==> src/rtl/player_input_tx.sv <==
// Serial transmitter for the player button byte {2'b10, buttons[5:0]} as a UART-style frame.
// Optional even-parity bit is enabled by defining PLAYER_TX_PARITY_EN.
module player_input_tx #(
  parameter int unsigned BAUD_DIV = 868
) (
  input  logic       clock_in,
  input  logic       reset_in,
  input  logic [5:0] buttons_in,
  input  logic       send_in,
  output logic       tx_out,
  output logic       busy_out,
  output logic       done_out
);

`ifdef PLAYER_TX_PARITY_EN
  typedef enum logic [2:0] {IDLE, START, DATA, PARITY, STOP} state_t;
`else
  typedef enum logic [2:0] {IDLE, START, DATA, STOP} state_t;
`endif

  localparam logic [15:0] BIT_LAST = 16'(BAUD_DIV - 1);
  localparam logic [15:0] DONE_PRE = 16'(BAUD_DIV - 2);

  state_t      state;
  logic [15:0] baud_cnt;
  logic [2:0]  bit_cnt;
  logic [7:0]  shift_reg;
  logic [5:0]  last_sent;
  logic        bit_end;
`ifdef PLAYER_TX_PARITY_EN
  logic        parity_bit;
`endif

  assign bit_end = (baud_cnt == BIT_LAST);

  always_ff @(posedge clock_in) begin
    if (reset_in) begin
      state     <= IDLE;
      baud_cnt  <= '0;
      bit_cnt   <= '0;
      shift_reg <= '0;
      last_sent <= '0;
      tx_out    <= 1'b1;
      busy_out  <= 1'b0;
      done_out  <= 1'b0;
`ifdef PLAYER_TX_PARITY_EN
      parity_bit <= 1'b0;
`endif
    end else begin
      done_out <= 1'b0;
      if (state != IDLE)
        baud_cnt <= bit_end ? '0 : baud_cnt + 16'd1;
      case (state)
        IDLE: begin
          if (send_in || (buttons_in != last_sent)) begin
            shift_reg <= {2'b10, buttons_in};
            last_sent <= buttons_in;
`ifdef PLAYER_TX_PARITY_EN
            parity_bit <= ^{2'b10, buttons_in};
`endif
            baud_cnt  <= '0;
            bit_cnt   <= '0;
            tx_out    <= 1'b0;
            busy_out  <= 1'b1;
            state     <= START;
          end
        end
        START: begin
          if (bit_end) begin
            tx_out <= shift_reg[0];
            state  <= DATA;
          end
        end
        DATA: begin
          if (bit_end) begin
            if (bit_cnt == 3'd7) begin
`ifdef PLAYER_TX_PARITY_EN
              tx_out <= parity_bit;
              state  <= PARITY;
`else
              tx_out <= 1'b1;
              state  <= STOP;
`endif
            end else begin
              // Next bit is presented from bit 1 before the shift lands.
              tx_out    <= shift_reg[1];
              shift_reg <= {1'b0, shift_reg[7:1]};
              bit_cnt   <= bit_cnt + 3'd1;
            end
          end
        end
`ifdef PLAYER_TX_PARITY_EN
        PARITY: begin
          if (bit_end) begin
            tx_out <= 1'b1;
            state  <= STOP;
          end
        end
`endif
        STOP: begin
          // Registered pulse: raise one cycle early so it lands on the last stop cycle.
          if (baud_cnt == DONE_PRE)
            done_out <= 1'b1;
          if (bit_end) begin
            busy_out <= 1'b0;
            state    <= IDLE;
          end
        end
        default: state <= IDLE;
      endcase
    end
  end

endmodule

==> config.mk <==
export PLATFORM = sky130hd
export DESIGN_NAME = player_input_tx
export DESIGN_NICKNAME = d
export VERILOG_FILES = /design/src/rtl/player_input_tx.sv
export SDC_FILE = /design/constraint.sdc
export NUM_CORES = 1
export LEC_CHECK = 0
export CAP_MARGIN = 40
export CORE_ASPECT_RATIO = 0.75
export CORE_MARGIN = 2
export CORE_UTILIZATION = 35
export CTS_CLUSTER_SIZE = 14
export DETAILED_ROUTE_END_ITERATION = 6
export PLACE_DENSITY = 0.51
export REMOVE_ABC_BUFFERS = 1
export SKIP_LAST_GASP = 1
export SLEW_MARGIN = 15
export SYNTH_ARGS = -nofsm -noshare
export SYNTH_HDL_FRONTEND = slang
export SYNTH_SLANG_ARGS = --single-unit
==> constraint.sdc <==
create_clock -name clock_in -period 2.59 [get_ports clock_in]
set_clock_uncertainty 0.05 [all_clocks]
set_input_delay 0.777 -clock clock_in [delete_from_list [all_inputs] [get_ports clock_in]]
set_output_delay 0.777 -clock clock_in [all_outputs]
set_load 0.005 [all_outputs]
# Yosys cells after proc, flatten, opt, wreduce, memory -nomap -nowiden
# Cells that the tools add are included.
# classes
add_sub_neg,2
mux,27
reduce_logical,12
bitwise,1
eq_ne,13
# op_table
op,n
$mux W16,4
$eq A16 B10 Y1 const B,2
$mux W3,8
$mux W8,3
$add A16 B1 Y16 const B,1
$pmux W8 S2,1
$ne A2 B2 Y1 const B,6
$pmux W3 S4,1
$reduce_and A4 Y1,2
$mux W1,7
$eq A3 B2 Y1 const B,2
$ne A6 B6 Y1,1
$pmux W3 S2,1
$reduce_bool A3 Y1,2
$reduce_and A5 Y1,1
$reduce_bool A2 Y1,2
$add A3 B1 Y3 const B,1
$eq A3 B1 Y1 const B,1
$eq A3 B3 Y1 const B,1
$logic_not A3 Y1,1
$pmux W1 S3,1
$reduce_and A3 Y1,1
$pmux W1 S2,1
$reduce_and A2 Y1,1
other kinds (3),3
# word_totals
ff_bits,39
wordCells,63
output_inout_bits,3
inputBits,9

# Depth between registers and ports, before layout
# Gate-level depths: netlist of the first run.
# logic_depth
ltp_word,5
mapped_depth,8
depth_no_buf,7

# Worst setup path before layout of the first run
# Ideal clock, no wire load.
# synth_path
path_kind,input-to-reg
from,input buttons_in[1]
to,register bit_cnt[2]
slack_ns,0.452
required_ns,2.469
n_path_buf,2
setup_ns,0.071
arrival_time_ns,2.017
stages,7
cell_sequence,xor2_1 > nor3_1 > and4_1 > clkbuf_1 > clkbuf_1 > o21ai_0 > a21oi_1
# synth_between
elab_chain_len,4
# synth_lines
item,line_no,text
from (decl),8,"input logic [5:0] buttons_in,"
$ne A6 B6 Y1,55,if (send_in || (buttons_in != last_sent)) begin
$logic_or A1 B1 Y1,55,
$ne A2 B2 Y1 (no source line),-,
$reduce_and A4 Y1 (no source line),-,
to (signal assigned),88,bit_cnt <= bit_cnt + 3'd1;
to (decl),26,logic [2:0] bit_cnt;
# No other way between the ends.
# A chain may end at the register's enable or synchronous reset.

# Worst setup path in the final report of the first run
# layout_path
from,input buttons_in[0]
to,register state[0]
# layout_between
elab_chain_len,4
# layout_lines
item,line_no,text
$ne A6 B6 Y1,55,
$logic_or A1 B1 Y1,55,
$ne A2 B2 Y1 (no source line),-,
$reduce_and A5 Y1 (no source line),-,
to (signal assigned),65,state <= START;
to (signal assigned),71,state <= DATA;
to (signal assigned),82,state <= STOP;
to (decl),24,state_t state;
# No other way between the ends.

==> impl_metrics.toml, run 1 <==
[clock_tree]
clock_path_buffers = 2
cts_inserted_buffers = 5
clock-root-buffer = "clkbuf_8"
clock_latency_ns = 0.29
cts_tree = "yes"
clkSlewWorstSetupHoldPaths_ns = 0.07
cts.hold.buffers_added = 0
postCtsSetupRepairBufs = 0
cts_max_level = 2
post_cts_resize_count = 0
numClockSinks = 38

[yosys]
post-synth-top-area-cell = "dfxtp_1"
synth_seq_cells = 38
yosysTopAreaCellShare_pct = 38.4
syn_avg_cell_area_um2 = 8.69
synth.area.top_cells = "dfxtp_1 (38%), a311oi_1 (8.0%), mux2i_1 (7.1%)"
ys_dominant_reg_cell = "dfxtp_1"
synth_mux_area_share_pct = 7.07
yosys.area_share.xor_xnor_pct = 3.09
number_of_library_cell_types_mapped_by_synthesis = 36
synth_top_family_by_area = "compound AO/OA/AOI/OAI gates"
synth_compound_gate_area_share_pct = 21.2
synth_fa_ha_area_share_pct = 5.05
count_of_warnings_emitted_by_yosys = 0
postSynth.asyncResetShare_pct = 0
synth_simple_gate_area_share_pct = 21.0
synth-edff-count = 0
synth_top_cells_by_count = "dfxtp_1 (38), nor2_1 (22), a21oi_1 (20), a311oi_1 (18), nand2_1 (17)"
post_synth_instance_area_um2 = 1980
post_synth_inst_count = 228
yosys.cell_count.top_type = "dfxtp_1"
ys_seq_area_share_pct = 38.4

[global_routing]
antenna_found_initial = 0
grt_use_total_pct = 16.0
largest_net_degree_at_the_start_of_global_routing = 39
total_overflow_reported_by_the_global_router = 0
grt_first_pass_wirelength_mm = 8.04
first_global_vias = 1610

[finish]
drive_gt1_share_pct = 13.7
largest_register_ffs = 16
nNetsFinal = 272
areaGrowthSynthToFinish_pct = 20.6
antenna_cells = 0
nFillCells = 561
multi_input_area_um2 = 1140
layout.cells.non_filler = 331
postLayoutCoreUtil_pct = 44.2
ff_latch_area_um2 = 761

[worst_setup_path]
start_kind = "input pin"
path_max_fanout = 12
worstSetupPathType = "in -> reg"
critical_path_required_time_ns = 2.76
worstRegToRegCells = 5
worstSetupEndpointType = "register"
crit_arrival_ns = 2.59

[timing]
maxSlewHeadroom_pct = 71.2
min_period_over_period_pct = 93.2
finalMaxSlewViolations = 0
setup_violations = 0
fmax_mhz = 414
totalNegativeSetupSlack_ns = 0
worstMarginPinSlew_ns = 0.432
grt_setup_unrepaired = "no"
final_hold_viol_count = 0
final_period_minus_worst_setup_slack_ns = 2.41

[route]
number_of_drc_markers_after_the_initial_detailed_route_iteration = 78
vias = 1758
number_of_detailed_routing_iterations_run_before_antenna_repair = 4
routed_wl_mm = 4.82
viasPerCell = 5.31
wl_per_cell_um = 14.6
drcViolationCount = 0
drtAntennaViolNets = 0

[floorplan]
total_die_area_um2 = 6290
design.core.area_um2 = 5410
io_pins = 12
initial_utilization_pct = 36.6
rows = 23
die_width_um = 90.9
fp.dieH_um = 69.2

[status]
run_status = "completed"

[placement]
number_of_cells_in_the_design_after_placement = 323
number_of_buffers_inserted_by_port_buffering = 11
total_half_perimeter_wirelength_after_legalization_and_detailed_placement_mm = 3.41
finalWeightedCongestion = 0.749

[flow_run]
maxcap_viol_count = 0

[power_and_ir_drop]
power.ir.vdd_worst_mv = 0.342
total_leakage_power_nw = 0.903
pwr_density_cell_nw_per_um2 = 809

[hold_path]
holdPathStages = 2
timing.hold.worst.class = "reg -> reg"
placed cells by master (no fill, tap or decap), types with 2 or more instances in the layout:
cell	synthesis	layout
a21oi_1	20	20
and3_1	2	2
clkdlybuf4s50_1	0	11
inv_1	8	8
mux2i_1	14	14
nand4_1	5	5
nand2_1	17	17
a41oi_1	2	2
and4_1	4	4
xor2_1	6	6
nand3_1	5	5
o21ai_0	12	12
or4_4	2	2
nand2b_1	5	5
nor3_1	7	7
clkbuf_8	0	6
ha_1	8	8
a311oi_1	18	18
or4_1	2	2
buf_4	1	22
a31oi_1	5	5
nor2_1	22	22
dfxtp_1	38	38
cell type report:
class | count | share of cell area, %
Sequential cell | 38 | 31.8
Multi-Input combinational cell | 169 | 47.6
Tap cell | 75 | 3.93
Timing Repair Buffer | 33 | 11.5
Inverter | 8 | 1.26
Clock inverter | 1 | 0.209
Clock buffer | 7 | 3.61
per-stage QoR:
stage	hold slack (ns)	area [um2]	power, mW	setup slack (ns)
6_report	0.425	2390	1.93	0.176
5_1_grt	0.442	2390	2.07	0.0674
4_1_cts	0.426	2390	1.95	0.185
3_5_place_dp	0.415	2300	1.52	-0.111
3_3_place_gp	0.410	2300	1.51	-0.0965
2_1_floorplan	0.385	1930	1.25	0.213
routing by layer:
| metal | global-route usage [%] | vias up | wire length (um) |
|---|---|---|---|
| li1 | - | 910 | - |
| met1 | 24.0 | 826 | 2670 |
| met2 | 22.7 | 17 | 1980 |
| met3 | 3.59 | 5 | 112 |
| met4 | 4.55 | 0 | 52 |
| met5 | 0 | - | 0 |
logic make-up after synthesis:
family / Yosys count
AO/OA/AOI/OAI: 63
XOR/XNOR: 7
adder cells (fa/ha/maj): 8
buffers and inverters: 21
flip-flops: 38
multiplexers: 14
AND/OR/NAND/NOR: 77
path summary, 6_finish.rpt:
path,to,startpoint,slack (ns)
worst max-delay path,state[0],buttons_in[0],0.18
worst min-delay path,shift_reg[6],shift_reg[7],0.42
worst max register to register,shift_reg[4],baud_cnt[13],0.27
worst min register to register,shift_reg[6],shift_reg[7],0.42
critical path, stage by stage:
cell and delay [ns]:
clkdlybuf4s50_1 0.49, xor2_1 0.20, nor2_1 0.08, and4_1 0.22
buf_4 0.17, or4_1 0.49, a21oi_1 0.15
report_power, final:
| group | switching (mW) | internal, mW | leakage [nW] |
|---|---|---|---|
| Clock | 0.209 | 0.215 | 0.0482 |
| Sequential | 0.0741 | 0.702 | 0.311 |
| Combinational | 0.407 | 0.328 | 0.544 |
Note: power is estimated with default switching activity, not from simulation.
==> run 2, diff against run 1 <==
- CAP_MARGIN: 40 -> 20
- CTS_CLUSTER_DIAMETER: default -> 30
==> results of run 2 <==
Final layout, timing and power as in run 1 (identical DEF).
==> run 3, diff against run 2 <==
- SKIP_CTS_REPAIR_TIMING: default -> 1
==> results of run 3 <==
Final layout, timing and power as in run 1 (identical DEF).
==> variant 1, RTL diff (flow settings as in run 2) <==
Build with the macro `PLAYER_TX_PARITY_EN` defined.
--- a/src/rtl/player_input_tx.sv
+++ b/src/rtl/player_input_tx.sv
@@ -1,4 +1,6 @@
 // Serial transmitter for the player button byte {2'b10, buttons[5:0]} as a UART-style frame.
 // Optional even-parity bit is enabled by defining PLAYER_TX_PARITY_EN.
+`define PLAYER_TX_PARITY_EN
+
 module player_input_tx #(
   parameter int unsigned BAUD_DIV = 868
Behaviour: same outputs for any inputs over 10 cycles, from zero or initial values and one cycle with reset_in high; that may be too few to reach the edited logic, so the function may still have changed.
==> variant 1 against run 2 <==
- wire length increased by 1.5%
- setup slack gained 130 ps
- area after synthesis up 11%
- design area up 7.6%
- sequential cell count up 2
- die area up 10%
- first-iteration DRC count is 47% higher
- critical endpoint is now shift_reg[2]
- largest cell class unchanged
- highest routed layer unchanged
Power is not compared: it rests on default switching activity, and its combinational part moved more than twofold at a synthesized area within 25%.
==> variant 1: results (changes against run 2) <==
[outcome]
status = complete, no violations  ; unchanged

[synth]
yosysSeqAreaShare_pct = 36.5  ; was 38.4%
synth_common_cells = dfxtp_1 (40), nand2_1 (26), a21oi_1 (25)  ; was dfxtp_1 (38), nor2_1 (22), a21oi_1 (20)
ys_top_cells_by_area = dfxtp_1 (36%), a21oi_1 (5.7%), nand2_1 (4.4%), mux2i_1 (3.6%), a31oi_1 (3.1%)  ; was dfxtp_1 (38%), a311oi_1 (8.0%), mux2i_1 (7.1%), a21oi_1 (5.1%), ha_1 (5.1%)
synth.distinct_cells = 54  ; was 36

[worst_setup_path]
timing.rr.end = shift_reg[2]  ; was shift_reg[4]
max_stage_delay_ps = 510  ; was 490 ps
rrSetupSlack_ps = 650  ; was 270 ps
r2r_cells = 7  ; was 5
rr_startpoint = bit_cnt[0]  ; was baud_cnt[13]

[finish]
nFillCells = 593  ; was 561
fin_nets = 279  ; was 272
drive_above_1_share_pct = 18.7  ; was 13.7%

[placement]
place_ws_ps = 8.20  ; was -111 ps
place_hpwl_um = 3540  ; was 3410 um
placed_area_mm2 = 0.00246  ; was 0.00230 mm2

[drt]
drtIter0Drc = 115  ; was 78
routed_wl_um = 4890  ; was 4820 um
dr_total_vias = 1824  ; was 1758

[grt]
grt_pass1_wl_um = 8340  ; was 8040 um
grt.total_usage_pct = 15.5  ; was 16.0%
grt_max_degree = 29  ; was 39

[sta]
maxSlewHeadroom_pct = 65.6  ; was 71.2%
timing.hold.ws_ps = 416  ; was 425 ps

[hold_path]
hold_end = last_sent[3]  ; was shift_reg[6]

## variant 1: cell count changes after synthesis, moves of 5 or more
cell,change
nand3_1,+5
clkbuf_1,-5
nor2_1,-15
o21ai_0,-8
xnor2_1,+5
nand2_1,+9
a211oi_2,+5
a311oi_1,-18
a21oi_1,+5
a31oi_1,+6
mux2i_1,-6
## variant 1: kinds of logic after synthesis
logic type | Yosys count | synth area share (%)
AO/OA/AOI/OAI | 68 | 22.1
multiplexers | 9 | 4.16
buffers and inverters | 25 | 6.55
flip-flops | 40 | 36.5
XOR/XNOR | 13 | 5.19
AND/OR/NAND/NOR | 84 | 23.3
adder cells (fa/ha/maj) | 4 | 2.28
## variant 1: cell type report
class	instances	area, um2	area share (%)
clock buffer	6	72.6	2.82
clock inverter	2	35.0	1.36
inverter	9	33.8	1.31
multi-input combinational	178	1250	48.7
sequential	40	801	31.1
tap	78	97.6	3.80
timing repair buffer	32	280	10.9
## variant 1: layer usage
layer  vias to the layer above  part of all wire, %  track usage (%)
met2                        36                   40             21.5
met1                       855                   56             24.3
met3                         2                  3.7             2.89
met4                         0                 0.39             4.44
li1                        931                    -                -
met5                         -                    0                0
## variant 1: metrics by stage
stage,std cells,util (%)
6_report,345,43.2
5_1_grt,345,43.2
3_3_place_gp,337,41.4
3_5_place_dp,337,41.4
4_1_cts,345,43.2
2_1_floorplan,227,-
## variant 1: worst reg2reg max path: cells and delay by family, from the launching register on
family	cells	cell delay [ps]
AO/OA/AOI/OAI	4	690
adder cells (fa/ha/maj)	2	440
flip-flops	1	330
AND/OR/NAND/NOR	1	300
## variant 1: worst max-delay path by stage
stage | endpoint | startpoint | slack, ps
3_5_place_dp | shift_reg[2] | buttons_in[3] | 8
5_1_grt | baud_cnt[13] | buttons_in[5] | 150
3_3_place_gp | bit_cnt[0] | buttons_in[3] | -10
6_report | shift_reg[2] | buttons_in[0] | 310
4_1_cts | shift_reg[2] | buttons_in[3] | 320
2_1_floorplan | bit_cnt[1] | state[1] | 420
## variant 1: report_power, final
| group | internal [mW] | switching, mW | total, mW | leakage (nW) |
|---|---|---|---|---|
| clock network | 0.286 | 0.221 | 0.507 | 0.0552 |
| logic | 0.0958 | 0.100 | 0.196 | 0.550 |
| registers | 0.643 | 0.0234 | 0.667 | 0.327 |
| total | 1.03 | 0.344 | 1.37 | 0.932 |
==> variant 2, RTL diff (settings of run 2) <==
Without the edit above. The 4 states of `state_t` get a one-hot encoding in 4 bits.
--- a/src/rtl/player_input_tx.sv
+++ b/src/rtl/player_input_tx.sv
@@ -16,5 +16,5 @@
   typedef enum logic [2:0] {IDLE, START, DATA, PARITY, STOP} state_t;
 `else
-  typedef enum logic [2:0] {IDLE, START, DATA, STOP} state_t;
+  typedef enum logic [3:0] {IDLE = 4'b0001, START = 4'b0010, DATA = 4'b0100, STOP = 4'b1000} state_t;
 `endif
 
Behaviour: same outputs for any inputs over 10 cycles, from zero or initial values and one cycle with reset_in high; not proved beyond that.
==> variant 2 against run 2 <==
- sequential cell count grew 2
- core utilization shrank 0.091 points
- total power grew 15%
- cell count grew 9.7%
- sequential power grew 8.0%
- wire length grew 11%
- first-iteration DRC count grew 17%
- critical path depth is the same
- area after synthesis grew 8.0%
- design area grew 8.0%
- combinational power grew 34%
- setup slack lost 4.0 ps
==> variant 2: results (changes against run 2) <==
[finish]
areaGrowthSynthToFinish_pct = 20.6  ; about the same
nFillCells = 598  ; was 561
seq-cell-share_pct = 31.0  ; was 31.8%
largestClassByArea = multi-input combinational cells  ; unchanged
buffers = 41  ; was 33
buffer_area_share_pct = 13.5  ; was 11.5%
inverters = 5  ; was 8
drive_above_1_share_pct = 16.1  ; was 13.7%
final-clk-cell-share_pct = 3.01  ; was 3.82%
fin_nets = 298  ; was 272
layout.comb_gates.multi_input = 192  ; was 169

[drt]
routedWlPerCell_um = 14.7  ; was 14.6 um
wl_met2_um = 2170  ; was 1980 um
dr_total_vias = 2003  ; was 1758
wl_met1_um = 2730  ; was 2670 um

[hold_path]
hold_end = bit_cnt[1]  ; was shift_reg[6]
hold_start = bit_cnt[1]  ; was shift_reg[7]

[grt]
grt.total_usage_pct = 17.7  ; was 16.0%
grt_pass1_vias = 1853  ; was 1610
grt_pass1_wl_um = 9340  ; was 8040 um
use_met1_pct = 26.9  ; was 24.0%
use_met3_pct = 3.58  ; was 3.59%
grt_use_met2_pct = 24.5  ; was 22.7%

[sta]
worst_slew_pin_slew_ps = 577  ; was 432 ps

[worst_setup_path]
critical_path.endpoint = baud_cnt[2]  ; was state[0]
r2r_cells = 4  ; was 5
critical_path.slowest_cell = or4_1  ; was clkdlybuf4s50_1
timing.rr.end = state[2]  ; was shift_reg[4]
rrSetupSlack_ps = 300  ; was 270 ps
arrival_ps = 2580  ; was 2590 ps
rr_startpoint = baud_cnt[9]  ; was baud_cnt[13]
cp-startpoint = buttons_in[2]  ; was buttons_in[0]
max_stage_delay_ps = 540  ; was 490 ps

[placement]
place_hpwl_um = 3790  ; was 3410 um
place_ws_ps = -148  ; was -111 ps
gp_congestion = 0.805  ; was 0.749
placed_area_mm2 = 0.00250  ; was 0.00230 mm2

[synth]
synthAdderAreaFrac_pct = 2.34  ; was 5.05%
synth_mux_area_share_pct = 0  ; was 7.07%
synth-compound-area-share_pct = 23.4  ; was 21.2%
ys_top_cells_by_area = dfxtp_1 (37%), a21oi_1 (6.5%), nand3_1 (4.2%), nor3_1 (4.2%), nand2_1 (3.5%)  ; was dfxtp_1 (38%), a311oi_1 (8.0%), mux2i_1 (7.1%), a21oi_1 (5.1%), ha_1 (5.1%)
ys_ff_latch = 40  ; was 38
yosysSeqAreaShare_pct = 37.4  ; was 38.4%
synth_common_cells = dfxtp_1 (40), a21oi_1 (28), nand2_1 (20)  ; was dfxtp_1 (38), nor2_1 (22), a21oi_1 (20)
synthXorXnorAreaFrac_pct = 3.68  ; was 3.09%

[pwr]
ir_drop_mv = 0.409  ; was 0.342 mV
p_leak_nw = 0.895  ; was 0.903 nW

[outcome]
status = complete, no violations  ; unchanged

variant 2: changes by cell type in the layout (fill, tap and decap cells not counted), sizes merged, moves of 7 or more:
cell	run 2	this run
a21oi	21	28
buf	22	30
nand3	5	18
a211oi	0	8
a311oi	18	3
mux2i	14	0
nor3	7	19
nor2	22	13
variant 2: per-stage QoR:
step | power (mW) | util [%] | instances | TNS, ps | hold WS [ps]
2_1_floorplan | 1.41 | - | 237 | 0 | 388
3_3_place_gp | 1.81 | 42.6 | 355 | -1930 | 406
3_5_place_dp | 1.83 | 42.7 | 356 | -2190 | 411
4_1_cts | 2.24 | 44.0 | 363 | 0 | 421
5_1_grt | 2.40 | 44.1 | 363 | 0 | 437
6_report | 2.23 | 44.1 | 363 | 0 | 418
variant 2: report_power, final:
group	internal (mW)	leakage (nW)	switching, mW
registers	0.740	0.327	0.0985
logic	0.454	0.527	0.534
clock network	0.183	0.0410	0.222
total	1.38	0.895	0.854
